[config.mk]
export PLATFORM = sky130hd
export DESIGN_NAME = mem_access_ctrl
export DESIGN_NICKNAME = d
export VERILOG_FILES = /design/src/rtl/mem_access_ctrl.sv
export SDC_FILE = /design/constraint.sdc
export NUM_CORES = 1
export LEC_CHECK = 0
export BUFFER_PORTS_ARGS = -buffer_cell sky130_fd_sc_hd__buf_4
export CORE_AREA = 3 3 90 92
export CTS_CLUSTER_SIZE = 12
export DETAILED_ROUTE_END_ITERATION = 12
export DIE_AREA = 0 0 93 95
export GPL_ROUTABILITY_DRIVEN = 1
export GPL_TIMING_DRIVEN = 0
export SKIP_LAST_GASP = 1
export SLEW_MARGIN = 0
export SYNTH_ARGS = -nofsm -noshare
export SYNTH_HDL_FRONTEND = slang
export SYNTH_SLANG_ARGS = --single-unit
[constraint.sdc]
create_clock -name Clk -period 4.8 [get_ports Clk]
set_input_delay 0.96 -clock Clk [delete_from_list [all_inputs] [get_ports Clk]]
set_output_delay 0.96 -clock Clk [all_outputs]
set_load 0.01 [all_outputs]
[src/rtl/mem_access_ctrl.sv]
// Memory access controller: MAR/MDR bus consumer that sequences SRAM read and
// write cycles with a programmable number of wait states.
module mem_access_ctrl #(
  parameter int unsigned WAIT_STATES = 2
) (
  input  logic        Clk,
  input  logic        Reset,
  input  logic [15:0] Bus,
  input  logic        LD_MAR,
  input  logic        LD_MDR,
  input  logic        Start_Read,
  input  logic        Start_Write,
  input  logic [15:0] Mem_rdata,
  output logic [15:0] MAR,
  output logic [15:0] MDR,
  output logic [15:0] Mem_addr,
  output logic [15:0] Mem_wdata,
  output logic        Mem_CE,
  output logic        Mem_OE,
  output logic        Mem_WE,
  output logic        Busy,
  output logic        Done
);

  typedef enum logic [1:0] {
    IDLE  = 2'd0,
    READ  = 2'd1,
    WRITE = 2'd2,
    DONE  = 2'd3
  } state_t;

  localparam logic [3:0] WAIT_INIT = 4'(WAIT_STATES);

  state_t      state_reg, state_next;
  logic [3:0]  count_reg, count_next;
  logic [15:0] mar_reg, mar_next;
  logic [15:0] mdr_reg, mdr_next;
  logic        ce_reg, ce_next;
  logic        oe_reg, oe_next;
  logic        we_reg, we_next;
  logic        busy_reg, busy_next;
  logic        done_reg, done_next;

  always_ff @(posedge Clk) begin
    if (Reset) begin
      state_reg <= IDLE;
      count_reg <= 4'd0;
      mar_reg   <= 16'h0000;
      mdr_reg   <= 16'h0000;
      ce_reg    <= 1'b1;
      oe_reg    <= 1'b1;
      we_reg    <= 1'b1;
      busy_reg  <= 1'b0;
      done_reg  <= 1'b0;
    end else begin
      state_reg <= state_next;
      count_reg <= count_next;
      mar_reg   <= mar_next;
      mdr_reg   <= mdr_next;
      ce_reg    <= ce_next;
      oe_reg    <= oe_next;
      we_reg    <= we_next;
      busy_reg  <= busy_next;
      done_reg  <= done_next;
    end
  end

  always_comb begin
    state_next = state_reg;
    count_next = count_reg;
    mar_next   = mar_reg;
    mdr_next   = mdr_reg;
    case (state_reg)
      IDLE: begin
        if (LD_MAR) mar_next = Bus;
        if (LD_MDR) mdr_next = Bus;
        if (Start_Read) begin
          state_next = READ;
          count_next = WAIT_INIT;
        end else if (Start_Write) begin
          state_next = WRITE;
          count_next = WAIT_INIT;
        end
      end
      READ: begin
        if (count_reg == 4'd0) begin
          mdr_next   = Mem_rdata;
          state_next = DONE;
        end else begin
          count_next = count_reg - 4'd1;
        end
      end
      WRITE: begin
        if (count_reg == 4'd0) state_next = DONE;
        else                   count_next = count_reg - 4'd1;
      end
      DONE:    state_next = IDLE;
      default: state_next = IDLE;
    endcase

    // Strobes are decoded from the next state so they leave straight from flops.
    ce_next   = !((state_next == READ) || (state_next == WRITE));
    oe_next   = (state_next != READ);
    we_next   = (state_next != WRITE);
    busy_next = (state_next != IDLE);
    done_next = (state_next == DONE);
  end

  assign MAR       = mar_reg;
  assign MDR       = mdr_reg;
  assign Mem_addr  = mar_reg;
  assign Mem_wdata = mdr_reg;
  assign Mem_CE    = ce_reg;
  assign Mem_OE    = oe_reg;
  assign Mem_WE    = we_reg;
  assign Busy      = busy_reg;
  assign Done      = done_reg;

endmodule
==> reports/metrics.csv, run 1 <==
stage,metric,value,unit
timing,crit share post-route,44.2,%
timing,final hold violation count,0,
power_and_ir_drop,power density over the cells,593,nW/um^2
cts,setup repair bufs after CTS,0,
global_route,initial antenna violation count,0,
floorplan,area of the core,7290,um^2
logic_synthesis,dominant cell by count in the synthesized netlist,sky130_fd_sc_hd__dfxtp_1,
min_path,Tightest Hold Check Type,flop to flop,
cts,CTS hold repair buffers,0,
final_layout,final antenna diode count,0,
placement,final RePlAce weighted congestion,0.806,
logic_synthesis,most area-hungry cell type in the Yosys netlist,sky130_fd_sc_hd__dfxtp_1,
logic_synthesis,Yosys warnings,0,
timing,count of final max-slew check failures,0,
critical_path,sort of element at the start of the critical path,flop,
logic_synthesis,fraction of registers with async set or reset after synthesis,0,%
timing,worst slew margin relative to its limit,51.0,%
detailed_routing,post-route ant nets,0,
cts,H-tree levels,2,
power_and_ir_drop,P_leak,0.00151,uW
critical_path,"Data required, critical path",4.99,ns
global_route,global-route total usage across every layer,14.1,%
critical_path,critical path capture point type,flop,
logic_synthesis,Syn Nets,288,
cts,register clock-pin slew on the reported worst setup and hold paths,0.09,ns
logic_synthesis,Mapped Cells,241,
timing,highest clock rate,472,MHz
detailed_routing,1st-iter DRT viols,49,
power_and_ir_drop,switching pwr,736,uW
logic_synthesis,count of distinct cell types in the synthesized netlist,31,
floorplan,die outline height,95,um
run_status,result of the run,"complete, no violations",
logic_synthesis,number of enable-type register cells in the synthesized netlist,0,
critical_path,Critical Path Fanout Max,8,
placement,post-detail-place hpwl,5030,um
logic_synthesis,"top cells by count, synth","43 x sky130_fd_sc_hd__dfxtp_1, 33 x sky130_fd_sc_hd__buf_4, 33 x sky130_fd_sc_hd__nand2_1, 22 x sky130_fd_sc_hd__a21oi_1, 22 x sky130_fd_sc_hd__nor2_1",
final_layout,share of layout cells above drive strength 1,47.7,%
detailed_routing,total length of routed wires,6270,um
floorplan,initial cell density of the core,30.0,%
logic_synthesis,Most used DFF post-synth,sky130_fd_sc_hd__dfxtp_1,
detailed_routing,routed via count,2027,
logic_synthesis,fraction of synthesized cell area taken by the top area cell type,39.3,%
logic_synthesis,flip-flop and latch count after synthesis,43,
cts,post-cts repair resize count,0,
timing,post-route setup TNS,0,ns
timing,Worst Hold Slack,0.466,ns
power_and_ir_drop,sequential share of power,29.7,%
timing,clk_skew,0.00851,ns
logic_synthesis,Syn Area/Cell,9.09,um^2
placement,number of port buffers,105,
power_and_ir_drop,fraction of power consumed by combinational cells,56.8,%
logic_synthesis,post-synthesis sequential area ratio,39.3,%
final_layout,area growth from synthesis to layout,46.4,%
global_route,via count of the first global-routing pass,1919,
final_layout,Final Net Count,400,
cts,"buffers from clock root to sink, at most",2,
cts,Root Driver,sky130_fd_sc_hd__clkbuf_8,
floorplan,# IOs,107,
detailed_routing,DRC errors left,0,
critical_path,data arrival time of the worst path,2.31,ns
run,maximum capacitance violations,0,
cts,TritonCTS clock tree,built,
cts,clock insertion delay at the later pin of the skew report,0.29,ns
power_and_ir_drop,share of power burned in the clock network,13.5,%
detailed_routing,average detailed-routed wire length per instance,13.8,um
timing,Final Critical Period,2.12,ns
global_route,overall overflow remaining after global route,0,
global_route,global-route wire length before repair,9670,um
floorplan,Total Die Area,8840,um^2
timing,Worst-Margin Slew,0.735,ns
power_and_ir_drop,Peak supply drop,0.229,mV
cts,CTS sink cnt,43,
power_and_ir_drop,fraction of power spent switching nets,38.7,%
power_and_ir_drop,Power Internal,1170,uW
timing,unrepaired setup endpoints after global routing,false,
floorplan,die extent in x,93,um
logic_synthesis,total standard cell area after synthesis,2190,um^2
timing,setup violators final,0,
logic_synthesis,main area contributors after synthesis,"sky130_fd_sc_hd__dfxtp_1 39%, sky130_fd_sc_hd__buf_4 11%, sky130_fd_sc_hd__a211oi_2 8.0%",
floorplan,std cell rows,31,
global_route,maximum number of pins on one net before global-route repair,14,
critical_path,"Worst Path Class, Setup",flop to flop,
cts,number of CTS-inserted buffers,5,
detailed_routing,via count normalized by instance count,4.47,
detailed_routing,first-pass iteration count of the detailed router,4,
## area by class of cell
cell class / instances / area [um^2]
Fill cell: 753 / 4090
Multi-Input combinational cell: 145 / 988
Sequential cell: 43 / 861
Timing Repair Buffer: 105 / 788
Buffer: 45 / 312
Tap cell: 99 / 124
Clock buffer: 7 / 96.3
Inverter: 8 / 30.0
Clock inverter: 1 / 7.51
## stage by stage
step | instances | instance area (um^2) | utilization [%] | worst slack [ns] | total power [uW]
finish | 453 | 3210 | 44.0 | 2.68 | 1900
detailed placement | 445 | 3100 | 42.6 | 2.42 | 1670
global route | 453 | 3210 | 44.0 | 2.52 | 2050
floorplan | 241 | 2190 | - | 2.68 | 1240
CTS | 453 | 3210 | 44.0 | 2.65 | 1930
global placement | 445 | 3100 | 42.6 | 2.44 | 1640
## cell families after synthesis
| logic type | Yosys count | synth area share [%] |
|---|---|---|
| compound gates | 48 | 17.9 |
| fa+ha+maj | 9 | 5.14 |
| buf+inv | 53 | 15.6 |
| flops | 43 | 39.3 |
| mux | 17 | 7.77 |
| simple gates | 71 | 14.3 |
## worst paths after layout
check	depth (start not counted)	slack, ns	to	from
worst max-delay path	7	2.68	Mem_CE	state_reg[1]
worst min-delay path	1	0.47	count_reg[0]	count_reg[0]
worst max register to register	7	2.68	Mem_CE	state_reg[1]
worst min register to register	1	0.47	count_reg[0]	count_reg[0]
## metal layers
layer / GRT usage, % / vias to the layer above / wire (um)
met5: 0 / - / 0
met4: 2.93 / 0 / 51
met3: 4.14 / 5 / 506
met2: 24.8 / 89 / 2950
met1: 17.0 / 929 / 2760
li1: - / 1004 / -
## cells in the final DEF, fill, tap and decap left out, types with 4 or more instances in the layout
cell type	count
sky130_fd_sc_hd__inv_1	8
sky130_fd_sc_hd__nand2b_1	4
sky130_fd_sc_hd__ha_1	9
sky130_fd_sc_hd__nor2_1	22
sky130_fd_sc_hd__nand2_1	33
sky130_fd_sc_hd__mux2i_1	17
sky130_fd_sc_hd__a21oi_1	22
sky130_fd_sc_hd__dfxtp_1	43
sky130_fd_sc_hd__clkbuf_8	7
sky130_fd_sc_hd__clkbuf_1	7
sky130_fd_sc_hd__a211oi_2	14
sky130_fd_sc_hd__buf_4	138
## worst max-delay path, cell delays in order, from the launching register on
cell and delay (ns):
sky130_fd_sc_hd__dfxtp_1 0.41, sky130_fd_sc_hd__inv_1 0.10, sky130_fd_sc_hd__ha_1 0.40, sky130_fd_sc_hd__nor2b_1 0.20, sky130_fd_sc_hd__o2bb2ai_1 0.12, sky130_fd_sc_hd__a21oi_1 0.24
sky130_fd_sc_hd__ha_1 0.28, sky130_fd_sc_hd__or2_2 0.27
## power groups by stage
stage | Clock (uW) | Combinational, uW | Sequential (uW)
floorplan | 0 | 634 | 601
detailed placement | 0 | 1090 | 575
global route | 282 | 1180 | 586
finish | 257 | 1080 | 566
global placement | 0 | 1070 | 571
CTS | 268 | 1100 | 569
Power figures use the tool's default switching activity.
==> run 2, diff against run 1 <==
==> constraint.sdc (replaced) <==
create_clock -name Clk -period 2.1 [get_ports Clk]
set_input_delay 0.42 -clock Clk [delete_from_list [all_inputs] [get_ports Clk]]
set_output_delay 0.42 -clock Clk [all_outputs]
set_load 0.01 [all_outputs]
==> run 2 against run 1 <==
Effect of this change: final area is 1.6% higher; clock-buffer cell count unchanged; hold slack worse by 0.095 ns; total power up 130%; first-iteration DRC count down 18%; utilization rose by 0.72 points; via count barely moved; global-route usage barely moved; combinational power grew 140%; sequential cell count unchanged; sequential share of layout area is 0.39 points lower; clock skew rose by 0.00072 ns; critical path type unchanged; highest routed layer unchanged.
==> reports/metrics.csv, run 2 (same netlist as run 1, synthesis figures left out) <==
stage,metric,value,unit,change
min_path,hold wc startpoint,Bus[0],,was count_reg[0]
run,maximum capacitance violations,0,,unchanged
placement,post-detail-place hpwl,5030,um,unchanged
placement,instance area after placement,3100,um^2,unchanged
global_route,overall overflow remaining after global route,0,,unchanged
final_layout,"Non-Filler Cell Area, Final",3260,um^2,was 3210 um^2
critical_path,endpoint of the most critical register-to-register path,Mem_CE,,unchanged
global_route,global-route wire length before repair,9690,um,was 9670 um
power_and_ir_drop,power density over the cells,1370,nW/um^2,was 593 nW/um^2
placement,number of port buffers,105,,unchanged
cts,number of CTS-inserted buffers,5,,unchanged
power_and_ir_drop,fraction of power spent switching nets,38.6,%,was 38.7%
timing,worst slew margin relative to its limit,51.0,%,about the same
critical_path,Critical Path Fanout Max,4,,was 8
global_route,via count of the first global-routing pass,1916,,was 1919
timing,clk_skew,0.00923,ns,was 0.00851 ns
final_layout,Final Net Count,400,,unchanged
detailed_routing,average detailed-routed wire length per instance,13.9,um,was 13.8 um
timing,post-route setup TNS,0,ns,unchanged
critical_path,"Worst Path Class, Setup",flop to flop,,unchanged
run_status,result of the run,"complete, no violations",,unchanged
final_layout,"leading cell types in the layout, fill and taps excluded","138 x sky130_fd_sc_hd__buf_4, 42 x sky130_fd_sc_hd__dfxtp_1, 33 x sky130_fd_sc_hd__nand2_1",,"was 138 x sky130_fd_sc_hd__buf_4, 43 x sky130_fd_sc_hd__dfxtp_1, 33 x sky130_fd_sc_hd__nand2_1"
timing,Worst Hold Slack,0.372,ns,was 0.466 ns
timing,final hold violation count,0,,unchanged
global_route,global-route total usage across every layer,14.1,%,about the same
critical_path,count of cells along the worst register-to-register path,7,,unchanged
final_layout,final antenna diode count,0,,unchanged
cts,TritonCTS clock tree,built,,unchanged
placement,final RePlAce weighted congestion,0.806,,unchanged
power_and_ir_drop,fraction of power consumed by combinational cells,57.8,%,was 56.8%
cts,register clock-pin slew on the reported worst setup and hold paths,0.09,ns,about the same
power_and_ir_drop,share of power burned in the clock network,13.2,%,was 13.5%
min_path,worst hold endpoint,MAR[0],,was count_reg[0]
floorplan,# IOs,107,,unchanged
cts,"buffers from clock root to sink, at most",2,,unchanged
detailed_routing,post-route ant nets,0,,unchanged
timing,setup violators final,0,,unchanged
final_layout,"leading cell type in the layout, fill and taps excluded",sky130_fd_sc_hd__buf_4,,unchanged
timing,Final Critical Period,1.98,ns,was 2.12 ns
detailed_routing,1st-iter DRT viols,40,,was 49
floorplan,die outline height,95,um,unchanged
detailed_routing,DRC errors left,0,,unchanged
timing,count of final max-slew check failures,0,,unchanged
final_layout,area growth from synthesis to layout,48.8,%,was 46.4%
detailed_routing,via count normalized by instance count,4.48,,was 4.47
critical_path,data arrival time of the worst path,2.17,ns,was 2.31 ns
final_layout,share of layout cells above drive strength 1,50.3,%,was 47.7%
floorplan,die extent in x,93,um,unchanged
cts,CTS sink cnt,43,,unchanged
timing,crit share post-route,94.4,%,was 44.2%
cts,CTS hold repair buffers,0,,unchanged
power_and_ir_drop,total chip power,4470,uW,was 1900 uW
cts,clock insertion delay at the later pin of the skew report,0.30,ns,was 0.29 ns
timing,highest clock rate,505,MHz,was 472 MHz
power_and_ir_drop,Peak supply drop,0.525,mV,was 0.229 mV
detailed_routing,total length of routed wires,6310,um,was 6270 um
min_path,Tightest Hold Check Type,input port to flop,,was flop to flop
power_and_ir_drop,sequential share of power,29.0,%,was 29.7%
power_and_ir_drop,switching pwr,1730,uW,was 736 uW
timing,Worst-Margin Slew,0.735,ns,about the same
critical_path,sort of element at the start of the critical path,flop,,unchanged
cts,H-tree levels,2,,unchanged
global_route,maximum number of pins on one net before global-route repair,14,,unchanged
detailed_routing,first-pass iteration count of the detailed router,4,,unchanged
critical_path,minimum setup slack among reg-to-reg paths,0.12,ns,was 2.68 ns
floorplan,initial cell density of the core,30.0,%,unchanged
power_and_ir_drop,P_leak,0.00151,uW,about the same
timing,unrepaired setup endpoints after global routing,false,,unchanged
min_path,Min-Delay Path Depth,3,,was 1
floorplan,std cell rows,31,,unchanged
critical_path,R2R Path Start,state_reg[0],,was state_reg[1]
global_route,initial antenna violation count,0,,unchanged
floorplan,area of the core,7290,um^2,unchanged
critical_path,crit path launch,state_reg[0],,was state_reg[1]
power_and_ir_drop,Power Internal,2740,uW,was 1170 uW
detailed_routing,routed via count,2029,,was 2027
critical_path,"Data required, critical path",2.29,ns,was 4.99 ns
floorplan,Total Die Area,8840,um^2,unchanged
cts,Root Driver,sky130_fd_sc_hd__clkbuf_8,,unchanged
critical_path,critical path capture point type,flop,,unchanged
[run 2: cell counts in the layout (fill, tap and decap cells not counted)]
Identical to the previous run, type by type.
[run 2: layer usage]
| layer | wire length (um) | share of wire, % | global-route usage (%) | vias to the layer above |
|---|---|---|---|---|
| met5 | 0 | 0 | 0 | - |
| met4 | 51 | 0.81 | 2.93 | 0 |
| met1 | 2800 | 44 | 17.1 | 933 |
| met2 | 2950 | 47 | 24.7 | 87 |
| met3 | 505 | 8.0 | 4.14 | 5 |
| li1 | - | - | - | 1004 |
[run 2: worst max path at each step]
| stage | endpoint | slack (ns) |
|---|---|---|
| after CTS | Mem_CE | 0.004 |
| after global routing | Mem_CE | 0.03 |
| after floorplan | Mem_CE | 0.22 |
| after global placement | Mem_CE | 0.02 |
| after detailed placement | Mem_CE | -0.02 |
| final | Mem_CE | 0.12 |
[run 2: stage by stage]
step | setup WS, ns | utilization, % | instances
2_1_floorplan | 0.218 | - | 241
3_3_place_gp | 0.0241 | 42.6 | 445
3_5_place_dp | -0.0249 | 42.6 | 445
4_1_cts | 0.00358 | 44.2 | 453
5_1_grt | 0.0349 | 44.7 | 453
6_report | 0.118 | 44.7 | 453
[run 2: what timing repair did]
| item | in CTS | in global routing |
|---|---|---|
| setup endpoints to repair | 1 | 1 |
| pin swaps | 0 | 0 |
| setup buffers | 0 | 0 |
| gates resized for setup | 4 | 7 |
[run 2: critical path, cell delays in order, from the launching register on]
cell                       delay [ns]
sky130_fd_sc_hd__dfxtp_1         0.40
sky130_fd_sc_hd__inv_1           0.12
sky130_fd_sc_hd__ha_2            0.24
sky130_fd_sc_hd__or3_4           0.39
sky130_fd_sc_hd__o221ai_4        0.09
sky130_fd_sc_hd__inv_1           0.10
sky130_fd_sc_hd__ha_1            0.27
sky130_fd_sc_hd__or2_2           0.27
[run 2: area by class of cell]
type / count / area, um^2
clock buffer: 7 / 96.3
fill: 748 / 4030
tap: 99 / 124
sequential: 43 / 862
multi-input combinational: 145 / 1040
timing repair buffer: 105 / 788
clock inverter: 1 / 7.51
inverter: 8 / 30.0
buffer: 45 / 312
[run 2: power by group through the flow]
| stage | Combinational, uW | Sequential (uW) | Clock [uW] |
|---|---|---|---|
| after CTS | 2530 | 1300 | 613 |
| after detailed placement | 2500 | 1320 | 0 |
| after floorplan | 1450 | 1370 | 0 |
| after global placement | 2450 | 1300 | 0 |
| after global routing | 2820 | 1340 | 644 |
| final | 2580 | 1300 | 588 |
==> run 3, diff against run 2 <==
--- a/config.mk
+++ b/config.mk
@@ -12,6 +12,7 @@
 export DIE_AREA = 0 0 93 95
 export GPL_ROUTABILITY_DRIVEN = 1
 export GPL_TIMING_DRIVEN = 0
+export PLACE_DENSITY = 0.52
 export SKIP_LAST_GASP = 1
 export SLEW_MARGIN = 0
 export SYNTH_ARGS = -nofsm -noshare
==> run 3 against run 2 <==
Effect of this change: clock-buffer cell count did not move; maximum frequency up 0.93%; non-clock buffer count up 3; first-iteration DRC count decreased by 35%; setup slack better by 0.018 ns; clock skew shrank 0.0041 ns; total power rose by 0.21%.
==> reports/metrics.csv, run 3 (same netlist as run 1, synthesis figures left out) <==
stage,metric,value,unit,change
detailed_routing,total length of routed wires,6380,um,was 6310 um
placement,number of port buffers,105,,unchanged
final_layout,final cell count without fillers,456,,was 453
critical_path,data arrival time of the worst path,2.15,ns,was 2.17 ns
final_layout,"leading cell types in the layout, fill and taps excluded","141 x sky130_fd_sc_hd__buf_4, 41 x sky130_fd_sc_hd__dfxtp_1, 33 x sky130_fd_sc_hd__nand2_1",,"was 138 x sky130_fd_sc_hd__buf_4, 42 x sky130_fd_sc_hd__dfxtp_1, 33 x sky130_fd_sc_hd__nand2_1"
global_route,global-route wire length before repair,9740,um,was 9690 um
floorplan,area of the core,7290,um^2,unchanged
critical_path,"Worst Path Class, Setup",flop to flop,,unchanged
floorplan,# IOs,107,,unchanged
critical_path,"slowest stage cell, crit path",sky130_fd_sc_hd__dfxtp_1,,unchanged
critical_path,Critical Path Fanout Max,4,,unchanged
final_layout,"Non-Filler Cell Area, Final",3260,um^2,about the same
floorplan,die extent in x,93,um,unchanged
timing,setup violators final,0,,unchanged
timing,count of final max-slew check failures,0,,unchanged
detailed_routing,routed via count,1959,,was 2029
detailed_routing,1st-iter DRT viols,26,,was 40
timing,crit share post-route,93.5,%,was 94.4%
cts,number of CTS-inserted buffers,5,,unchanged
placement,post-detail-place hpwl,5240,um,was 5030 um
global_route,maximum number of pins on one net before global-route repair,14,,unchanged
global_route,initial antenna violation count,0,,unchanged
global_route,via count of the first global-routing pass,1961,,was 1916
placement,instance area after placement,3100,um^2,unchanged
timing,worst slew margin relative to its limit,54.0,%,was 51.0%
detailed_routing,first-pass iteration count of the detailed router,4,,unchanged
run_status,result of the run,"complete, no violations",,unchanged
critical_path,maximum single-stage delay on the critical path,0.33,ns,was 0.40 ns
timing,worst-case setup margin in the final layout,0.136,ns,was 0.118 ns
floorplan,Total Die Area,8840,um^2,unchanged
global_route,overall overflow remaining after global route,0,,unchanged
power_and_ir_drop,Peak supply drop,0.520,mV,was 0.525 mV
cts,clock insertion delay at the later pin of the skew report,0.29,ns,was 0.30 ns
timing,Worst-Margin Slew,0.690,ns,was 0.735 ns
cts,register clock-pin slew on the reported worst setup and hold paths,0.08,ns,was 0.09 ns
timing,final hold violation count,0,,unchanged
timing,highest clock rate,509,MHz,was 505 MHz
critical_path,critical path capture point type,flop,,unchanged
final_layout,flip-flop and latch area,863,um^2,was 862 um^2
cts,Root Driver,sky130_fd_sc_hd__clkbuf_8,,unchanged
global_route,global-route total usage across every layer,14.3,%,was 14.1%
final_layout,final antenna diode count,0,,unchanged
placement,final RePlAce weighted congestion,0.773,,was 0.806
run,maximum capacitance violations,0,,unchanged
final_layout,area growth from synthesis to layout,48.9,%,was 48.8%
timing,clk_skew,0.00514,ns,was 0.00923 ns
power_and_ir_drop,P_leak,0.00153,uW,was 0.00151 uW
floorplan,die outline height,95,um,unchanged
timing,Final Critical Period,1.96,ns,was 1.98 ns
floorplan,initial cell density of the core,30.0,%,unchanged
cts,CTS sink cnt,43,,unchanged
final_layout,"leading cell type in the layout, fill and taps excluded",sky130_fd_sc_hd__buf_4,,unchanged
critical_path,sort of element at the start of the critical path,flop,,unchanged
critical_path,series of cell instances along the critical path,inv_1 -> ha_1 -> nor3b_2 -> or3_1 -> o221ai_2 -> inv_1 -> ha_1 -> or2_2,,was inv_1 -> ha_2 -> or3_4 -> o221ai_4 -> inv_1 -> ha_1 -> or2_2
final_layout,fill cell total of the finished layout,752,,was 748
final_layout,share of layout cells above drive strength 1,50.1,%,was 50.3%
final_layout,Final Net Count,403,,was 400
cts,"buffers from clock root to sink, at most",2,,unchanged
detailed_routing,average detailed-routed wire length per instance,14.0,um,was 13.9 um
detailed_routing,post-route ant nets,0,,unchanged
detailed_routing,via count normalized by instance count,4.30,,was 4.48
floorplan,std cell rows,31,,unchanged
power_and_ir_drop,power density over the cells,1370,nW/um^2,about the same
placement,instance count after placement with tap cells included,445,,unchanged
detailed_routing,DRC errors left,0,,unchanged
final_layout,combined area of the multi-input logic cells,1020,um^2,was 1040 um^2
critical_path,"Data required, critical path",2.28,ns,was 2.29 ns
min_path,Tightest Hold Check Type,input port to flop,,unchanged
cts,H-tree levels,2,,unchanged
placement,post-placement worst setup slack,-0.00710,ns,was -0.0249 ns
cts,TritonCTS clock tree,built,,unchanged
==> run 3: changes by cell type in the layout (fill, tap and decap cells not counted), sizes merged <==
cell,previous run,this run
buf,143,146
==> run 3: metrics by stage <==
| stage | TNS [ns] | power, uW | utilization, % | hold WS (ns) |
|---|---|---|---|---|
| finish | 0 | 4480 | 44.7 | 0.376 |
| global route | -0.0107 | 4830 | 44.7 | 0.369 |
| CTS | 0 | 4420 | 44.1 | 0.368 |
| detailed placement | -0.00710 | 3810 | 42.6 | 0.436 |
| global placement | 0 | 3780 | 42.6 | 0.437 |
| floorplan | 0 | 2820 | - | 0.419 |
==> run 3: area by class of cell <==
| cell class | count | share of cell area, % |
|---|---|---|
| multi-input combinational | 145 | 31.2 |
| sequential | 43 | 26.5 |
| timing repair buffer | 108 | 24.9 |
| buffer | 45 | 9.55 |
| tap | 99 | 3.80 |
| clock buffer | 7 | 2.95 |
| inverter | 8 | 0.921 |
| clock inverter | 1 | 0.230 |
==> run 3: report_power, final <==
group          internal, uW  total, uW  switching, uW
registers              1090       1300            206
logic                  1380       2600           1220
clock network           299        583            284
total                  2770       4480           1710
==> run 3: layer usage <==
metal	GRT usage, %	up-vias	part of all wire (%)
li1	-	1010	-
met1	16.8	863	43
met2	25.3	80	47
met3	4.46	6	8.9
met4	3.66	0	0.99
met5	0	-	0
==> run 3: final timing paths <==
kind / slack (ns) / to / startpoint / cells after the start
setup / recovery: 0.14 / Mem_CE / count_reg[0] / 8
hold / removal: 0.38 / MAR[15] / Bus[15] / 3
setup reg to reg: 0.14 / Mem_CE / count_reg[0] / 8
hold reg to reg: 0.45 / count_reg[0] / count_reg[0] / 1
==> run 3: worst max-delay path: cells and delay by family (launching register included) <==
kind	cells	cell delay, ns
and+or+nand+nor	3	0.78
adders and majority gates	2	0.49
DFF	1	0.33
buffers and inverters	2	0.16
AOI/OAI and AO/OA	1	0.10
==> run 3: repair_timing <==
| item | CTS | global route |
|---|---|---|
| hold buffers | 0 | 0 |
| resized for setup | 2 | 6 |
| setup endpoints to repair | 1 | 1 |
| buffers inserted | 0 | 3 |
| endpoints found under the hold margin | 0 | 0 |
